[src/rtl/muldiv_unit.sv]
// Iterative MULT/MULTU/DIV/DIVU unit with architectural HI/LO registers.
// Divide support is compiled in only when MULDIV_DIV_EN is defined.
module muldiv_unit #(
    parameter int WIDTH = 32,
    parameter int CNT_W = $clog2(WIDTH + 1)
) (
    input  logic             clk_i,
    input  logic             rst_i,
    input  logic             start_i,
    input  logic [1:0]       op_i,
    input  logic [WIDTH-1:0] a_i,
    input  logic [WIDTH-1:0] b_i,
    input  logic             flush_i,
    input  logic             wr_hi_i,
    input  logic             wr_lo_i,
    input  logic [WIDTH-1:0] wdata_i,
    output logic             busy_o,
    output logic             done_o,
    output logic             dbz_o,
    output logic [WIDTH-1:0] hi_o,
    output logic [WIDTH-1:0] lo_o
);
    localparam logic [1:0] ST_IDLE = 2'd0;
    localparam logic [1:0] ST_CALC = 2'd1;
    localparam logic [1:0] ST_FIX  = 2'd2;

    logic [1:0]         state_r;
    logic [CNT_W-1:0]   cnt_r;
    logic [2*WIDTH-1:0] acc_r;
    logic [WIDTH-1:0]   opb_r;
    logic               neg_res_r;
    logic               busy_r, done_r, dbz_r;
    logic [WIDTH-1:0]   hi_r, lo_r;
    logic               accept_s;
    logic [WIDTH-1:0]   mag_a_s, mag_b_s;
    logic [WIDTH:0]     add_s;
    logic [2*WIDTH-1:0] acc_next_s;
    logic [2*WIDTH-1:0] prod_s;
    logic [WIDTH-1:0]   hi_res_s, lo_res_s;
`ifdef MULDIV_DIV_EN
    logic               is_div_r, neg_rem_r, dbz_pend_r;
    logic [WIDTH-1:0]   a_raw_r;
    logic [WIDTH:0]     sub_s;

    assign accept_s = (state_r == ST_IDLE) && start_i && !flush_i;
`else
    assign accept_s = (state_r == ST_IDLE) && start_i && !flush_i && !op_i[1];
`endif

    // Operand magnitudes: two's-complement absolute value for signed ops.
    always_comb begin
        mag_a_s = a_i;
        mag_b_s = b_i;
        if (op_i[0] && a_i[WIDTH-1]) mag_a_s = -a_i;
        else                         mag_a_s = a_i;
        if (op_i[0] && b_i[WIDTH-1]) mag_b_s = -b_i;
        else                         mag_b_s = b_i;
    end

    // One iteration step: shift-add for multiply, restoring shift-subtract for divide.
    always_comb begin
        add_s = {1'b0, acc_r[2*WIDTH-1:WIDTH]} + (acc_r[0] ? {1'b0, opb_r} : {(WIDTH+1){1'b0}});
        acc_next_s = {add_s, acc_r[WIDTH-1:1]};
`ifdef MULDIV_DIV_EN
        sub_s = acc_r[2*WIDTH-1:WIDTH-1] - {1'b0, opb_r};
        if (is_div_r) begin
            if (!sub_s[WIDTH]) acc_next_s = {sub_s[WIDTH-1:0], acc_r[WIDTH-2:0], 1'b1};
            else               acc_next_s = {acc_r[2*WIDTH-2:0], 1'b0};
        end else begin
            acc_next_s = {add_s, acc_r[WIDTH-1:1]};
        end
`endif
    end

    // Sign correction of the finished magnitude result.
    always_comb begin
        if (neg_res_r) prod_s = -acc_r;
        else           prod_s = acc_r;
        hi_res_s = prod_s[2*WIDTH-1:WIDTH];
        lo_res_s = prod_s[WIDTH-1:0];
`ifdef MULDIV_DIV_EN
        if (is_div_r && dbz_pend_r) begin
            hi_res_s = a_raw_r;
            lo_res_s = {WIDTH{1'b1}};
        end else if (is_div_r) begin
            hi_res_s = neg_rem_r ? -acc_r[2*WIDTH-1:WIDTH] : acc_r[2*WIDTH-1:WIDTH];
            lo_res_s = neg_res_r ? -acc_r[WIDTH-1:0] : acc_r[WIDTH-1:0];
        end else begin
            hi_res_s = prod_s[2*WIDTH-1:WIDTH];
            lo_res_s = prod_s[WIDTH-1:0];
        end
`endif
    end

    // Control FSM, operand capture and iteration datapath; flush wins over everything.
    always_ff @(posedge clk_i or posedge rst_i) begin
        if (rst_i) begin
            state_r    <= ST_IDLE;
            cnt_r      <= {CNT_W{1'b0}};
            acc_r      <= {(2*WIDTH){1'b0}};
            opb_r      <= {WIDTH{1'b0}};
            neg_res_r  <= 1'b0;
            busy_r     <= 1'b0;
            done_r     <= 1'b0;
            dbz_r      <= 1'b0;
`ifdef MULDIV_DIV_EN
            is_div_r   <= 1'b0;
            neg_rem_r  <= 1'b0;
            dbz_pend_r <= 1'b0;
            a_raw_r    <= {WIDTH{1'b0}};
`endif
        end else begin
            done_r <= 1'b0;
            dbz_r  <= 1'b0;
            if (flush_i) begin
                state_r <= ST_IDLE;
                busy_r  <= 1'b0;
            end else begin
                case (state_r)
                    ST_IDLE: begin
                        if (accept_s) begin
                            state_r   <= ST_CALC;
                            busy_r    <= 1'b1;
                            cnt_r     <= {CNT_W{1'b0}};
                            acc_r     <= {{WIDTH{1'b0}}, mag_a_s};
                            opb_r     <= mag_b_s;
                            neg_res_r <= op_i[0] & (a_i[WIDTH-1] ^ b_i[WIDTH-1]);
`ifdef MULDIV_DIV_EN
                            is_div_r   <= op_i[1];
                            neg_rem_r  <= op_i[0] & a_i[WIDTH-1];
                            dbz_pend_r <= (b_i == {WIDTH{1'b0}});
                            a_raw_r    <= a_i;
`endif
                        end
                    end
                    ST_CALC: begin
                        acc_r <= acc_next_s;
                        cnt_r <= cnt_r + 1'b1;
                        if (cnt_r == CNT_W'(WIDTH - 1)) state_r <= ST_FIX;
                        else                            state_r <= ST_CALC;
                    end
                    ST_FIX: begin
                        state_r <= ST_IDLE;
                        busy_r  <= 1'b0;
                        done_r  <= 1'b1;
`ifdef MULDIV_DIV_EN
                        dbz_r   <= is_div_r & dbz_pend_r;
`endif
                    end
                    default: begin
                        state_r <= ST_IDLE;
                        busy_r  <= 1'b0;
                    end
                endcase
            end
        end
    end

    // HI/LO: result write on completion, MTHI/MTLO only while idle.
    always_ff @(posedge clk_i or posedge rst_i) begin
        if (rst_i) begin
            hi_r <= {WIDTH{1'b0}};
            lo_r <= {WIDTH{1'b0}};
        end else if (state_r == ST_FIX && !flush_i) begin
            hi_r <= hi_res_s;
            lo_r <= lo_res_s;
        end else if (state_r == ST_IDLE) begin
            if (wr_hi_i) hi_r <= wdata_i;
            if (wr_lo_i) lo_r <= wdata_i;
        end
    end

    assign busy_o = busy_r;
    assign done_o = done_r;
    assign dbz_o  = dbz_r;
    assign hi_o   = hi_r;
    assign lo_o   = lo_r;
endmodule
[config.mk]
export PLATFORM = sky130hd
export DESIGN_NAME = muldiv_unit
export DESIGN_NICKNAME = d
export VERILOG_FILES = /design/src/rtl/muldiv_unit.sv
export SDC_FILE = /design/constraint.sdc
export NUM_CORES = 1
export LEC_CHECK = 0
export ABC_CLOCK_PERIOD_IN_PS = 11400
export BUFFER_PORTS_ARGS = -buffer_cell sky130_fd_sc_hd__clkbuf_2
export CELL_PAD_IN_SITES_DETAIL_PLACEMENT = 0
export CELL_PAD_IN_SITES_GLOBAL_PLACEMENT = 1
export CORE_MARGIN = 5
export CORE_UTILIZATION = 30
export CTS_CLUSTER_SIZE = 12
export DETAILED_ROUTE_END_ITERATION = 10
export GPL_TIMING_DRIVEN = 0
export HOLD_SLACK_MARGIN = 0.03
export PLACE_DENSITY_LB_ADDON = 0.1
export SLEW_MARGIN = 20
export SYNTH_ARGS = -nofsm -noshare
export SYNTH_HDL_FRONTEND = slang
export SYNTH_SLANG_ARGS = --single-unit
[constraint.sdc]
create_clock -name clk_i -period 11.4 [get_ports clk_i]
set_input_delay 0.57 -clock clk_i [delete_from_list [all_inputs] [get_ports clk_i]]
set_output_delay 0.57 -clock clk_i [all_outputs]
set_load 0.01 [all_outputs]
==> After elaboration in Yosys (flattened, before gate mapping) <==
Index checks and enable logic that the tools add are counted.
{ "totals": {"out_inout_bits": 67, "memories": 0, "wordCells": 64, "latch_bits": 0, "input_bits": 104, "reg_bits": 171, "mem_bits_ro": 0, "ram_bits": 0} }
{ "classes": {"n_mux": 23, "n_lt_le_gt_ge": 0, "n_div": 0, "eq_ne": 6, "shift": 0, "add_sub_neg": 5, "n_reduce_logical": 18, "n_bitwise": 3, "multipliers": 0} }
{ "ops": {"columns": ["op", "n"], "rows": [
  ["32-bit two-way mux", 9],
  ["64-bit two-way mux", 2],
  ["64-bit one-hot mux with 2 select lines", 1],
  ["32-bit negator", 2],
  ["64-bit negator", 1],
  ["32-bit by 32-bit adder with 33-bit output", 1],
  ["6-bit one-hot mux with 2 select lines", 1],
  ["2-bit nonzero test", 4],
  ["6-bit by 1-bit adder with 6-bit output (second input constant)", 1],
  ["6-bit by 5-bit == test with 1-bit output (second input constant)", 1],
  ["1-bit logical AND", 6],
  ["2-bit two-way mux", 3],
  ["6-bit two-way mux", 1],
  ["2-bit AND reduction", 3],
  ["3-bit AND reduction", 2],
  ["1-bit two-way mux", 4],
  ["2-bit inequality test (second input constant)", 2],
  ["2-bit one-hot mux with 2 select lines", 1],
  ["3-bit inequality test (second input constant)", 1],
  ["2-bit by 1-bit == test with 1-bit output (second input constant)", 1],
  ["2-bit == test (second input constant)", 1],
  ["1-bit logical NOT", 2],
  ["2-bit logical NOT", 1],
  ["1-bit one-hot mux with 2 select lines", 1],
  ["other kinds (3)", 3]
]} }

==> Longest topological paths before layout <==
Gate-level depths: netlist (run 1).
{ "logic_depth": {"depth_word": 7, "ltp_mapped": 12, "depth_no_buf": 11} }

==> Worst setup path before layout (run 1) <==
Ideal clock, no wire load.
{ "synth_path": {"path_type": "register to register", "start": "register acc_r[0]", "end": "register acc_r[59]", "path_stages_with_launch": 13, "n_path_buf": 1, "arrival_time_ns": 2.863, "path_slack_ns": 8.416, "setup_time_ns": 0.122, "cell_sequence": "dfrtp_1 clkbuf_1 and2_1 ha_1 inv_1 fa_1 nand2b_1 a21oi_1 o2111ai_1 a2111oi_0 o311a_1 o21ai_0 a32o_1"} }
{ "synth_between": {"elab_chain_cells": 3} }
{ "synth_rtl": {"columns": ["item", "line", "source"], "rows": [
  ["start, declared", "29", "logic [2*WIDTH-1:0] acc_r;"],
  ["start signal, assigned", "100", "acc_r <= {(2*WIDTH){1'b0}};"],
  ["start signal, assigned", "125", "acc_r <= {{WIDTH{1'b0}}, mag_a_s};"],
  ["start signal, assigned", "137", "acc_r <= acc_next_s;"],
  ["32-bit two-way mux", "62", "add_s = {1'b0, acc_r[2*WIDTH-1:WIDTH]} + (acc_r[0] ? {1'b0, opb_r} : {(WIDTH+1){1'b0}});"],
  ["32-bit by 32-bit adder with 33-bit output", "62", null],
  ["64-bit one-hot mux with 2 select lines", "119", "case (state_r)"]
]} }
No other way between the ends.
A chain may end at the register's enable or synchronous reset.

==> Final worst setup path (run 1) <==
Same ends and word-level chain as after synthesis.

==> metrics, run 1 <==
outcome finished clean; commonest cells in the netlist dfrtp_1 (171), o21ai_0 (168), nand2_1 (166); FFs w/ async S/R, synth 1.000; total core area approximately 40000 sq um; crit path buf inv count 2; min Tclk post-route 4.025 ns; DR pass1 iterations 8; detailed-route via count between 10000 and 15000; multi-input logic area around 7100 sq um; setup ws final roughly 7.4 ns; arrival time at the worst endpoint ~4.4 ns; antenna cells 0; row count between 70 and 80; Critical Path Sink Type flip-flop; CTS Sinks 171; Vias/cell between 5 and 6; CP top delay family compound AO/OA/AOI/OAI gates; power density over cell area 177.0 nW/um^2; crit path launch type flip-flop; Avg Synthesized Cell Area 8.481 sq um; CP max stage delay 0.91 ns; # fillers between 4000 and 5000; pre-CTS setup slack approximately 7.4 ns; maximum root-to-sink buffer count 2; register area share after synthesis 0.3609; Tightest Hold Check Type input port to asynchronous set/reset pin; WP data required 11.73 ns; fin crit share 0.3531; normalized max-slew margin 0.3269; Initial Utilization 0.3047; DIE AREA between 40000 and 50000 sq um; Post-synth EDFFs 0; reg2reg path depth 12; DRT Wirelength approximately 46 mm; worst reg-to-reg setup slack 7.37 ns; number of global-route vias before repair approximately 11000; critical path class flip-flop to flip-flop; Area Overhead vs Synth 17.94%; area share of the largest cell type after synthesis 0.3609; fmax about 250 MHz; fin. max-slew vios 0; first-pass GRT wire length around 70 mm; Post-DP Area roughly 13000 sq um; ANT nets after route 0; Slowest-stage cell, CP a2111oi_1; # DRC 0; layout cell share with drive strength beyond 1 0.1451; CTS buffer count 17; Post-Route Setup TNS 0 ns; GR Util All Layers 0.2073; fin nets between 1500 and 2000; Die Wd ~210 um; CTS root buf clkbuf_16; endpoints failing setup 0; Die Height approximately 210 um; RSZ-0062 raised after global routing no; post-cts resize count 0; Setup Buffers After CTS 0; initial antenna violation count 0; drt wl/cell approximately 22 um; worst-margin pin slew a little over 1 ns; Syn Nets between 1500 and 2000; IO buf count roughly 170; dpl hpwl approximately 37 mm; CP startpoint acc_r[0]$_DFFE_PP0P_; TritonCTS clock tree done; Clock Pin Slew Worst Setup and Hold Paths ~0.07 ns; H-Tree Level Count 4; DRT iter0 DRCs 706; post-layout util 0.3593; CP Max Fanout 10; FF+latch area about 4300 sq um; # hold bufs at CTS 0; Pwr Total around 2.5 mW; Mapped Cells around 1400; leakage power 5.969 nW; YS warnings 0; final hold violations 0; Peak VDD IR approximately 81 uV; most common cell in the netlist dfrtp_1; synth top area cells dfrtp_1 (36%), o21ai_0 (7.1%), xor2_1 (5.4%); routability cong. 0.8803; I/O Pins roughly 170; clk_skew 0.01021 ns; fin area 13980 sq um; flops & latches, synth about 170; reg2reg start acc_r[0]$_DFFE_PP0P_; top_reg_cell synth dfrtp_1; Reg2Reg Capture Point acc_r[59]$_DFFE_PP0P_; max-cap violation count 0; Cell Area, Synth ~12000 sq um; cell chain of the critical path clkbuf_1 > and2_1 > ha_1 > inv_1 > fa_1 > nand2b_1 > a21oi_1 > o2111ai_1 > a2111oi_1 > o311a_1 > o21ai_0 > a32o_1; largest net degree at the start of global routing just over 90; area leader, netlist dfrtp_1; Unique masters post-synth 66; GRT Residual Overflow 0; clock latency on the worst-skew pair between 0.4 and 0.5 ns
==> per-stage QoR <==
| stage | hold WS [ns] | instances |
|---|---|---|
| 2_1_floorplan | 0.4311 | 1398 |
| 3_3_place_gp | 0.4592 | 2085 |
| 3_5_place_dp | 0.4673 | 2086 |
| 4_1_cts | 0.2317 | 2117 |
| 5_1_grt | 0.2422 | 2117 |
| 6_report | 0.1985 | 2117 |
==> kinds of logic after synthesis <==
logic type / share of synthesized area
DFF: 0.3609
buffers and inverters: 0.03693
and+or+nand+nor: 0.2075
muxes: 0.03039
AOI/OAI and AO/OA: 0.2283
adders and majority gates: 0.03968
other: 0.0003163
xor gates and xnor gates: 0.09603
==> cell type report <==
| type | count | share of cell area |
|---|---|---|
| multi-input cells | 1128 | 0.5110 |
| flip-flops and latches | 171 | 0.3060 |
| repair buffers | 170 | 0.06246 |
| well taps | 518 | 0.04635 |
| clock buffers | 19 | 0.03239 |
| plain buffers | 82 | 0.02675 |
| clock inverters | 12 | 0.009932 |
| inverters | 17 | 0.005100 |
==> worst register-to-register path: stages (launching register included) <==
cell,delay (ns)
dfrtp_1,0.51
clkbuf_1,0.31
and2_1,0.20
ha_1,0.17
inv_1,0.06
fa_1,0.39
nand2b_1,0.18
a21oi_1,0.27
o2111ai_1,0.23
a2111oi_1,0.91
o311a_1,0.33
o21ai_0,0.09
a32o_1,0.26
==> layout by cell type (no fill, tap or decap), types with 13 or more instances in the layout <==
| master | synthesis | routed |
|---|---|---|
| nand3_1 | 29 | 29 |
| nand2b_1 | 13 | 13 |
| o21ai_0 | 168 | 168 |
| xor2_1 | 73 | 73 |
| mux2i_1 | 36 | 36 |
| xnor2_1 | 57 | 57 |
| nor3_1 | 25 | 25 |
| clkbuf_16 | 0 | 17 |
| a31oi_1 | 16 | 16 |
| and2_1 | 40 | 40 |
| a211oi_1 | 37 | 37 |
| o31ai_1 | 26 | 26 |
| inv_1 | 17 | 16 |
| or3_1 | 18 | 18 |
| or4_1 | 22 | 22 |
| a21o_1 | 19 | 19 |
| clkbuf_2 | 0 | 169 |
| o41ai_1 | 17 | 17 |
| nor2b_1 | 38 | 38 |
| nand2_1 | 166 | 166 |
| a21oi_1 | 104 | 104 |
| ha_1 | 36 | 36 |
| dfrtp_1 | 171 | 171 |
| nor2_1 | 67 | 67 |
| nor4_1 | 20 | 20 |
| clkbuf_1 | 66 | 66 |
==> flip-flops by register name (all words and copies together), names as in the netlist <==
name / count
hi_o: 32
done_o: 1
acc_r: 64
neg_res_r: 1
opb_r: 32
state_r: 2
lo_o: 32
busy_o: 1
cnt_r: 6
==> metal layers <==
| layer | global-route usage | share of wire | vias to the layer above |
|---|---|---|---|
| met1 | 0.3210 | 0.52 | 5552 |
| met3 | 0.02999 | 0.035 | 12 |
| met5 | 0 | 0 | - |
| li1 | - | - | 5477 |
| met2 | 0.3134 | 0.44 | 215 |
| met4 | 0.02925 | 0.0057 | 0 |
==> power by group <==
part | switching [mW] | internal [mW]
combinational | 0.586 | 0.367
clock | 0.274 | 0.336
sequential | 0.182 | 0.730
total | 1.04 | 1.43
==> how the worst max path moves through the flow <==
stage | endpoint | slack [ns] | depth (start not counted)
2_1_floorplan | acc_r[0]$_DFFE_PP0P_ | 6.20 | 1
3_3_place_gp | opb_r[16]$_DFFE_PP0P_ | 3.56 | 2
3_5_place_dp | acc_r[59]$_DFFE_PP0P_ | 7.45 | 12
4_1_cts | acc_r[59]$_DFFE_PP0P_ | 7.41 | 12
5_1_grt | acc_r[54]$_DFFE_PP0P_ | 7.06 | 11
6_report | acc_r[59]$_DFFE_PP0P_ | 7.37 | 12
Note: power is estimated with default switching activity, not from simulation.
==> run 2: changes to the inputs <==
--- a/config.mk
+++ b/config.mk
@@ -5,7 +5,7 @@
 export SDC_FILE = /design/constraint.sdc
 export NUM_CORES = 1
 export LEC_CHECK = 0
-export ABC_CLOCK_PERIOD_IN_PS = 11400
+export ABC_CLOCK_PERIOD_IN_PS = 4000
 export BUFFER_PORTS_ARGS = -buffer_cell sky130_fd_sc_hd__clkbuf_2
 export CELL_PAD_IN_SITES_DETAIL_PLACEMENT = 0
 export CELL_PAD_IN_SITES_GLOBAL_PLACEMENT = 1
==> constraint.sdc (replaced) <==
create_clock -name clk_i -period 4 [get_ports clk_i]
set_input_delay 0.2 -clock clk_i [delete_from_list [all_inputs] [get_ports clk_i]]
set_output_delay 0.2 -clock clk_i [all_outputs]
set_load 0.01 [all_outputs]
==> metrics, run 2 (synthesized netlist as in run 1, its figures left out) <==
most flop-heavy register acc_r (unchanged); CTS root buf clkbuf_16 (unchanged); post-layout util 0.3635 (was 0.3593); fin crit share 0.9082 (was 0.3531); CP Max Fanout 10 (unchanged); switching share of power 0.4173 (was 0.4210); first-pass GRT wire length 71.31 mm (was 70.99 mm); WHS 0.05342 ns (was 0.1985 ns); Peak VDD IR 258.0 uV (was 81.03 uV); H-Tree Level Count 4 (unchanged); Vias/cell 5.278 (was 5.317); crit path launch type flip-flop (unchanged); RSZ-0062 raised after global routing no (unchanged); # DRC 0 (unchanged); pre-CTS setup slack -0.01408 ns (was 7.447 ns); fin nets 1735 (was 1728); largest net degree at the start of global routing 32 (was 91); max-cap violation count 0 (unchanged); endpoints failing setup 0 (unchanged); Die Height 208.8 um (unchanged); arrival time at the worst endpoint 3.96 ns (was 4.36 ns); ANT nets after route 0 (unchanged); GR Util All Layers 0.2085 (was 0.2073); final hold violations 0 (unchanged); Critical Path Sink Type flip-flop (unchanged); FF+latch area 4279 sq um (unchanged); fin. max-slew vios 0 (unchanged); outcome finished clean (unchanged); antenna cells 0 (unchanged); IO buf count 169 (unchanged); CTS Sinks 171 (unchanged); clock latency on the worst-skew pair 0.45 ns (was 0.44 ns); dpl hpwl 36.82 mm (was 36.59 mm); row count 72 (unchanged); critical path class flip-flop to flip-flop (unchanged); Initial Utilization 0.3047 (unchanged); combinational share of power 0.382 (was 0.385); drt wl/cell 21.61 um (about the same); layout cell share with drive strength beyond 1 0.1494 (was 0.1451); GRT Residual Overflow 0 (unchanged); Setup Buffers After CTS 0 (unchanged); TritonCTS clock tree done (unchanged); DRT Wirelength 45.91 mm (was 45.75 mm); setup ws final 0.3673 ns (was 7.375 ns); maximum root-to-sink buffer count 2 (unchanged); WP data required 4.33 ns (was 11.73 ns); commonest non-fill, non-tap cell in the layout dfrtp_1 (unchanged); routability cong. 0.8802 (was 0.8803); sw power 2.978 mW (was 1.042 mW); highest-count cells in the layout ignoring fill and taps dfrtp_1 (171), clkbuf_2 (169), o21ai_0 (168) (unchanged); number of global-route vias before repair 11180 (was 11210); clock share of power 0.254 (was 0.247); power density over cell area 504.5 nW/um^2 (was 177.0 nW/um^2); clk_skew 0.01184 ns (was 0.01021 ns); CTS buffer count 17 (unchanged); # fillers 4142 (was 4157); leakage power 6.036 nW (was 5.969 nW); I/O Pins 171 (unchanged); Area Overhead vs Synth 19.31% (was 17.94%); worst-margin pin slew 0.8808 ns (was 1.007 ns); Tightest Hold Check Type input port to flip-flop (was input port to asynchronous set/reset pin); detailed-route via count 11210 (was 11260); Slowest-stage cell, CP dfrtp_1 (was a2111oi_1); DRT iter0 DRCs 696 (was 706); cell chain of the critical path clkbuf_1 > and2_1 > ha_1 > inv_1 > fa_1 > nand2b_1 > a21oi_1 > o2111ai_1 > a2111oi_4 > o311a_1 > o21ai_0 > a32o_1 (was clkbuf_1 > and2_1 > ha_1 > inv_1 > fa_1 > nand2b_1 > a21oi_1 > o2111ai_1 > a2111oi_1 > o311a_1 > o21ai_0 > a32o_1); CP max stage delay 0.50 ns (was 0.91 ns); fmax 275.3 MHz (was 248.4 MHz); multi-input logic area 7178 sq um (was 7146 sq um); initial antenna violation count 0 (unchanged); total core area 38920 sq um (unchanged); Clock Pin Slew Worst Setup and Hold Paths 0.08 ns (was 0.07 ns); DIE AREA 43600 sq um (unchanged); normalized max-slew margin 0.4115 (was 0.3269); max reg flops 64 (unchanged); Flop pwr share 0.364 (was 0.368); Int Pwr 4.158 mW (was 1.433 mW); min Tclk post-route 3.633 ns (was 4.025 ns); Die Wd 208.8 um (unchanged); DR pass1 iterations 5 (was 8)
## run 2: metal layers
layer / routed length (um) / up-vias / track usage
met5: 0 / - / 0
met4: 428 / 0 / 0.03375
met3: 1785 / 27 / 0.03149
met2: 20200 / 239 / 0.3165
met1: 23490 / 5465 / 0.3189
li1: - / 5480 / -
## run 2: final timing paths
kind,from,cells after the start,end,slack (ns)
worst max register to register,acc_r[0]$_DFFE_PP0P_,12,acc_r[59]$_DFFE_PP0P_,0.37
max in group asynchronous,rst_i,7,opb_r[20]$_DFFE_PP0P_,2.69
worst max-delay path,acc_r[0]$_DFFE_PP0P_,12,acc_r[59]$_DFFE_PP0P_,0.37
worst min register to register,opb_r[19]$_DFFE_PP0P_,2,opb_r[19]$_DFFE_PP0P_,0.48
worst min-delay path,wdata_i[9],3,hi_o[9]$_DFFE_PP0P_,0.05
min in group asynchronous,rst_i,3,lo_o[15]$_DFFE_PP0P_,0.21
## run 2: area by class of cell
| type | instances | share of cell area |
|---|---|---|
| inverters | 17 | 0.004776 |
| clock buffers | 19 | 0.03202 |
| multi-input cells | 1128 | 0.5074 |
| clock inverters | 12 | 0.01132 |
| well taps | 518 | 0.04582 |
| flip-flops and latches | 171 | 0.3025 |
| plain buffers | 82 | 0.02645 |
| repair buffers | 177 | 0.06970 |
## run 2: metrics by stage
stage,setup TNS [ns],std cells,power [mW],cell area [sq um]
3_5_place_dp,-0.01912,2091,5.341,13480
5_1_grt,0,2124,7.592,14150
4_1_cts,0,2124,7.173,14130
3_3_place_gp,-0.5644,2085,5.317,13350
2_1_floorplan,0,1398,4.254,11860
6_report,0,2124,7.137,14150
## run 2: power by group through the flow
stage	Combinational (mW)	Clock (mW)	Sequential [mW]
detailed placement	2.71	0	2.63
global route	3.04	1.91	2.65
global placement	2.69	0	2.62
CTS	2.73	1.85	2.60
finish	2.73	1.81	2.60
floorplan	1.81	0	2.44
## run 2: what timing repair did
item,CTS,global route
hold buffers,2,0
hold endpoints to repair,64,0
resized for setup,2,4
setup endpoints to repair,2,6
## run 2: critical path, delay by kind of cell, from the launching register on
family,cells,cell delay (ns)
AND/OR/NAND/NOR,2,0.39
flip-flops,1,0.50
buffers and inverters,2,0.35
adder cells (fa/ha/maj),2,0.57
AO/OA/AOI/OAI,6,1.71
